$ cat config.mk
export PLATFORM = sky130hd
export DESIGN_NAME = mem_master_port
export DESIGN_NICKNAME = d
export VERILOG_FILES = /design/src/rtl/mem_master_port.sv
export SDC_FILE = /design/constraint.sdc
export NUM_CORES = 1
export LEC_CHECK = 0
export CORE_ASPECT_RATIO = 1.5
export CORE_MARGIN = 4
export CORE_UTILIZATION = 40
export CTS_CLUSTER_DIAMETER = 30
export DETAILED_ROUTE_END_ITERATION = 6
export PLACE_DENSITY = 0.84
export SYNTH_ARGS = -nofsm -noshare
export SYNTH_HDL_FRONTEND = slang
export SYNTH_SLANG_ARGS = --single-unit
$ cat constraint.sdc
create_clock -name clk -period 1.6 [get_ports clk]
set_input_delay 0.16 -clock clk [delete_from_list [all_inputs] [get_ports clk]]
set_output_delay 0.16 -clock clk [all_outputs]
set_load 0.01 [all_outputs]
$ cat src/rtl/mem_master_port.sv
// Single-beat read/write initiator for one slave memory port.
// Optional read timeout with error response: define MEM_TIMEOUT_EN.
module mem_master_port #(
  parameter int ADDR_WIDTH     = 12,
  parameter int DATA_WIDTH     = 8,
  parameter int TIMEOUT_CYCLES = 16
) (
  input  logic                  clk,
  input  logic                  rst,
  input  logic                  req_valid,
  output logic                  req_ready,
  input  logic                  req_write,
  input  logic [ADDR_WIDTH-1:0] req_addr,
  input  logic [DATA_WIDTH-1:0] req_wdata,
  output logic                  resp_valid,
  output logic [DATA_WIDTH-1:0] resp_rdata,
  output logic                  resp_err,
  output logic                  mem_wen,
  output logic                  mem_ren,
  output logic [ADDR_WIDTH-1:0] mem_addr,
  output logic [DATA_WIDTH-1:0] mem_wdata,
  input  logic [DATA_WIDTH-1:0] mem_rdata,
  input  logic                  mem_rvalid
);

  generate
    if (TIMEOUT_CYCLES < 3) begin : g_bad_timeout
      $error("mem_master_port: TIMEOUT_CYCLES must be >= 3");
    end
  endgenerate

  typedef enum logic [1:0] {
    S_IDLE  = 2'd0,
    S_WRITE = 2'd1,
    S_READ  = 2'd2,
    S_RESP  = 2'd3
  } state_t;

  state_t                state_q, state_d;
  logic [ADDR_WIDTH-1:0] addr_q, addr_d;
  logic [DATA_WIDTH-1:0] wdata_q, wdata_d;
  logic [DATA_WIDTH-1:0] rdata_q, rdata_d;
  logic                  first_q, first_d;
  logic                  read_done;
  logic                  timeout_hit;

  // The first READ cycle may see rvalid left over from the previous read.
  assign read_done = mem_rvalid && !first_q;

`ifdef MEM_TIMEOUT_EN
  localparam int CNT_W = $clog2(TIMEOUT_CYCLES + 1);

  logic [CNT_W-1:0] cnt_q, cnt_d;
  logic             err_q, err_d;

  // cnt_q counts READ cycles already spent; fires in cycle TIMEOUT_CYCLES.
  assign timeout_hit = (cnt_q == CNT_W'(TIMEOUT_CYCLES - 1));
  assign resp_err    = err_q;

  always_ff @(posedge clk or posedge rst) begin
    if (rst) begin
      cnt_q <= '0;
      err_q <= 1'b0;
    end else begin
      cnt_q <= cnt_d;
      err_q <= err_d;
    end
  end

  always_comb begin
    cnt_d = cnt_q;
    err_d = err_q;
    if (state_q == S_IDLE) begin
      cnt_d = '0;
    end else if (state_q == S_READ) begin
      cnt_d = cnt_q + 1'b1;
    end
    if (state_q == S_WRITE || (state_q == S_READ && read_done)) begin
      err_d = 1'b0;
    end else if (state_q == S_READ && timeout_hit) begin
      err_d = 1'b1;
    end
  end
`else
  assign timeout_hit = 1'b0;
  assign resp_err    = 1'b0;
`endif

  always_ff @(posedge clk or posedge rst) begin
    if (rst) begin
      state_q <= S_IDLE;
      addr_q  <= '0;
      wdata_q <= '0;
      rdata_q <= '0;
      first_q <= 1'b0;
    end else begin
      state_q <= state_d;
      addr_q  <= addr_d;
      wdata_q <= wdata_d;
      rdata_q <= rdata_d;
      first_q <= first_d;
    end
  end

  always_comb begin
    state_d    = state_q;
    addr_d     = addr_q;
    wdata_d    = wdata_q;
    rdata_d    = rdata_q;
    first_d    = first_q;
    req_ready  = 1'b0;
    mem_wen    = 1'b0;
    mem_ren    = 1'b0;
    resp_valid = 1'b0;
    case (state_q)
      S_IDLE: begin
        // Held low while rst is asserted so every output reads 0 in reset.
        req_ready = ~rst;
        if (req_valid) begin
          addr_d  = req_addr;
          wdata_d = req_wdata;
          first_d = 1'b1;
          state_d = req_write ? S_WRITE : S_READ;
        end
      end
      S_WRITE: begin
        mem_wen = 1'b1;
        state_d = S_RESP;
      end
      S_READ: begin
        mem_ren = 1'b1;
        first_d = 1'b0;
        if (read_done) begin
          rdata_d = mem_rdata;
          state_d = S_RESP;
        end else if (timeout_hit) begin
          rdata_d = '0;
          state_d = S_RESP;
        end
      end
      S_RESP: begin
        resp_valid = 1'b1;
        state_d    = S_IDLE;
      end
      default: state_d = S_IDLE;
    endcase
  end

  assign resp_rdata = rdata_q;
  assign mem_addr   = addr_q;
  assign mem_wdata  = wdata_q;

endmodule

# [Word-level counts from Yosys, hierarchy flattened]
# Cells that the tools add are included.
[word_totals] output_inout_bits=33 ff_bits=31 word_cells=29 in_bits=33
[op_classes] eq_ne=5 muxes=10 n_bitwise=1 n_reduce_logical=8
[ops] cell="case mux 2 bit (4 select lines)" n=1
[ops] cell="AND reduction 2 bit" n=4
[ops] cell="two-way mux 2 bit" n=3
[ops] cell="two-way mux 1 bit" n=5
[ops] cell="== test 2 bit, second input constant" n=2
[ops] cell="inequality test 2 bit, second input constant" n=2
[ops] cell="== test 2 x 1 -> 1 bit, second input constant" n=1
[ops] cell="zero test 2 bit" n=1
[ops] cell="case mux 1 bit (2 select lines)" n=1
[ops] cell="nonzero test 2 bit" n=1
[ops] cell="logical AND 1 bit" n=1
[ops] cell="zero test 1 bit" n=1
[ops] cell="inverter 1 bit" n=1

# [Longest topological paths before layout]
[depth] word_depth=4 depth_mapped=5 ltp_nobuf=5

# [Least setup slack after synthesis]
# Ideal clock, no wire load.
[synth_timing] path_kind="flip-flop to flip-flop" start="reg state_q[0]" end="reg addr_q[0] (netlist: mem_addr[0])" stages_incl_launch_ff=6 n_path_buf=1 required_time_ns=1.475 arrival_ns=1.204 period_less_slack_ns=1.329 path_slack_ns=0.271 setup_ns=0.125 path_cell_list="dfrtp_1 > inv_1 > ha_1 > nand2_2 > buf_6 > mux2_4"
[synth_between] elab_chain_len=2
[synth_rtl] item="from (decl)" line="39" rtl="state_t state_q, state_d;"
[synth_rtl] item="from (signal assigned)" line="97" rtl="state_q <= state_d;"
[synth_rtl] item="zero test 2 bit" line="115" rtl="case (state_q)"
[synth_rtl] item="AND reduction 2 bit (no line)"
[synth_rtl] item="to (signal assigned)" line="98" rtl="addr_q <= addr_d;"
[synth_rtl] item="to (decl)" line="40" rtl="logic [ADDR_WIDTH-1:0] addr_q, addr_d;"
# Every way passes these cells.
# A chain may end at the register's enable or synchronous reset.

# [Final worst setup path]
[layout_timing] start="reg state_q[0]" end="out resp_valid"
[layout_between] elab_chain_len=2
[layout_rtl] item="== test 2 bit" line="115"
[layout_rtl] item="two-way mux 1 bit" line="115"
[layout_rtl] item="to (decl)" line="15" rtl="output logic resp_valid,"
# Every way passes these cells.

==> impl_metrics.ini <==
[synth]
synth_area_leaders = dfrtp_1, mux2_4, mux2_2
syn_area_per_cell_um2 = 16.34
netlist.area_leader.share_pct = 57.20
yosysSeqAreaShare_pct = 57.20
synth_edf_count = 0
postSynthCellCount = 83
ys.flop_type = dfrtp_1
yosysTopAreaCell = dfrtp_1
synth.distinct_cells = 18
synth_async_sr_flop_share_pct = 100.0
synth_warnings = 0
syn_nets = 120
netlist_area_mm2 = 0.001356
synth_seq_cells = 31

[clocking]
cts_sinks = 31
cts_buffers = 5
h-tree-depth = 2
cts_setup_buffers = 0
postCtsResizedCells = 3
cts_root_buf = clkbuf_8
clkLatencyLatePin_ps = 270
clk_path_buf_depth = 2
cts_hold_repair.buffers = 0
clk_pin_slew_ps = 60
cts_tree = done

[status]
outcome = complete, no violations

[layout]
stdcell_area_mm2 = 0.002162
fill_cells = 237
num_antenna_cells = 0
drive_gt1_share_pct = 28.66
syn_to_final_growth_pct = 59.41
fin_nets = 194

[drt]
viasPerCell = 4.685
ant_nets = 0
finalWirelength_um = 3261
drc = 0
num_vias = 923
drtIter0Drc = 7
wl_per_cell_um = 16.55
dr.pass1.iters = 2

[timing]
fmax_mhz = 651.6
finalWorstSetupSlack_ps = 65.25
setup_viol = 0
grt_setup_unrepaired = true
finalClockSkew_ps = 1.434
hold_violations = 0
min_period_ps = 1535
final.period_utilization_pct = 95.92
slew_viol_final = 0

[die]
start_util_pct = 42.10
io_pins = 66
die_x_um = 55.55
die_h_um = 79.32
core_mm2 = 0.003222
rows = 25
dieArea_mm2 = 0.004406

[global_route]
grt_pass1_vias = 1072
grt_first_pass_wirelength_um = 5202
met1_usage_pct = 14.67
antenna_found_initial = 0
met2_usage_pct = 30.45
grt_max_degree = 32
grt.total_usage_pct = 15.65
top_usage_layer = met2
gr-total-overflow = 0
grt_util_met3_pct = 3.902

[critical_path]
worst-path-max-fanout = 3
ff2ff_setup_slack_ps = 100
crit_end = resp_valid
end_kind = primary output
crit_required_ps = 1440
criticalPathCategory = flop to primary output
startpoint = state_q[0]$_DFFE_PP0P_
r2r-start = state_q[0]$_DFFE_PP0P_
timing.critical_path.from_type = flop
r2r-end = mem_addr[5]$_DFFE_PP0P_
critPathArrivalTime_ps = 1370
reg2reg_depth = 6

[power]
leakage_nw = 1.027
power.density_mw_per_mm2 = 1968
total_power_w = 0.004254
peakVddDrop_mv = 1.146

[placed_design]
placedInstanceArea_mm2 = 0.002074
dp_slack_ps = 36.36
place.gp.congestion = 0.7663
port_buffers = 64
dpl.hpwl_um = 2649

[run]
max_cap_violations = 0

[hold_path]
hp-class = input pin to async pin
==> cell type report <==
class	instances	area [µm²]	area share, %
clock inverters	1	5.005	0.2315
flip-flops and latches	31	775.7	35.88
repair buffers	70	698.2	32.29
multi-input cells	45	535.5	24.77
inverters	4	15.01	0.6944
clock buffers	6	82.58	3.819
well taps	40	50.05	2.315
==> where the power goes <==
part	leakage (nW)	switching, W	internal, W
logic	0.612	0.000783	0.00144
registers	0.368	0.000234	0.00119
clock network	0.0470	0.000268	0.000337
total	1.03	0.00128	0.00297
==> Yosys cell counts, types with 2 or more instances <==
cell type	instances
o21ai_0	2
mux2i_1	2
dfrtp_1	31
mux2_2	9
mux2_4	19
buf_6	2
inv_1	4
ha_1	4
==> cells by family after synthesis <==
group,after synthesis,synth area share (%)
muxes,30,29.98
and+or+nand+nor,5,2.952
adders and majority gates,4,3.690
buffers and inverters,7,3.321
DFF,31,57.20
other,1,0.2765
AOI/OAI and AO/OA,5,2.583
==> layout by cell type, fill, tap and decap left out <==
master           count
clkbuf_2             1
buf_4                4
mux2_4              19
o21ai_0              2
dlygate4sd2_1        2
clkdlybuf4s50_1     61
a21boi_0             1
dfrtp_1             31
nand2_1              1
inv_2                1
conb_1               1
ha_1                 4
a2bb2oi_1            1
o2bb2ai_1            1
inv_1                3
clkinv_2             1
buf_8                1
mux2i_1              2
nand2_2              1
mux2_2               9
buf_12               1
nand2b_1             1
nand3b_4             1
nor2_1               1
clkbuf_8             6
==> critical path, cell delays in order (launching register included) <==
cell             delay, ps
dfrtp_1                410
ha_1                   220
clkdlybuf4s50_1        480
==> worst min path at each step <==
| stage | startpoint | end | slack [ps] | cells past startpoint |
|---|---|---|---|---|
| 6_report | rst | state_q[0]$_DFFE_PP0P_ | 300 | 3 |
| 4_1_cts | rst | state_q[0]$_DFFE_PP0P_ | 310 | 3 |
| 5_1_grt | rst | state_q[0]$_DFFE_PP0P_ | 340 | 3 |
| 3_5_place_dp | first_q$_DFFE_PP0P_ | first_q$_DFFE_PP0P_ | 490 | 1 |
| 2_1_floorplan | rst | first_q$_DFFE_PP0P_ | 260 | 1 |
| 3_3_place_gp | resp_rdata[7]$_DFFE_PP0P_ | resp_rdata[7]$_DFFE_PP0P_ | 490 | 1 |
==> metal layers <==
metal  up-vias  wire (µm)
li1        429          -
met1       453       1059
met2        34       1949
met3         7        166
met4         0         85
met5         -          0
==> registers in the layout, indices dropped and copies added (netlist names) <==
| name | cells |
|---|---|
| resp_rdata | 8 |
| state_q | 2 |
| mem_addr | 12 |
| first_q | 1 |
| mem_wdata | 8 |
==> per-stage QoR <==
stage | setup TNS [ps] | instances | hold slack (ps) | utilization, %
floorplan | 0 | 83 | 263.5 | -
detailed placement | 0 | 190 | 491.7 | 64.39
finish | 0 | 197 | 296.3 | 67.11
global placement | 0 | 190 | 485.3 | 64.39
global route | -3.225 | 197 | 342.0 | 67.11
CTS | 0 | 197 | 312.8 | 66.99
Power figures use the tool's default switching activity.
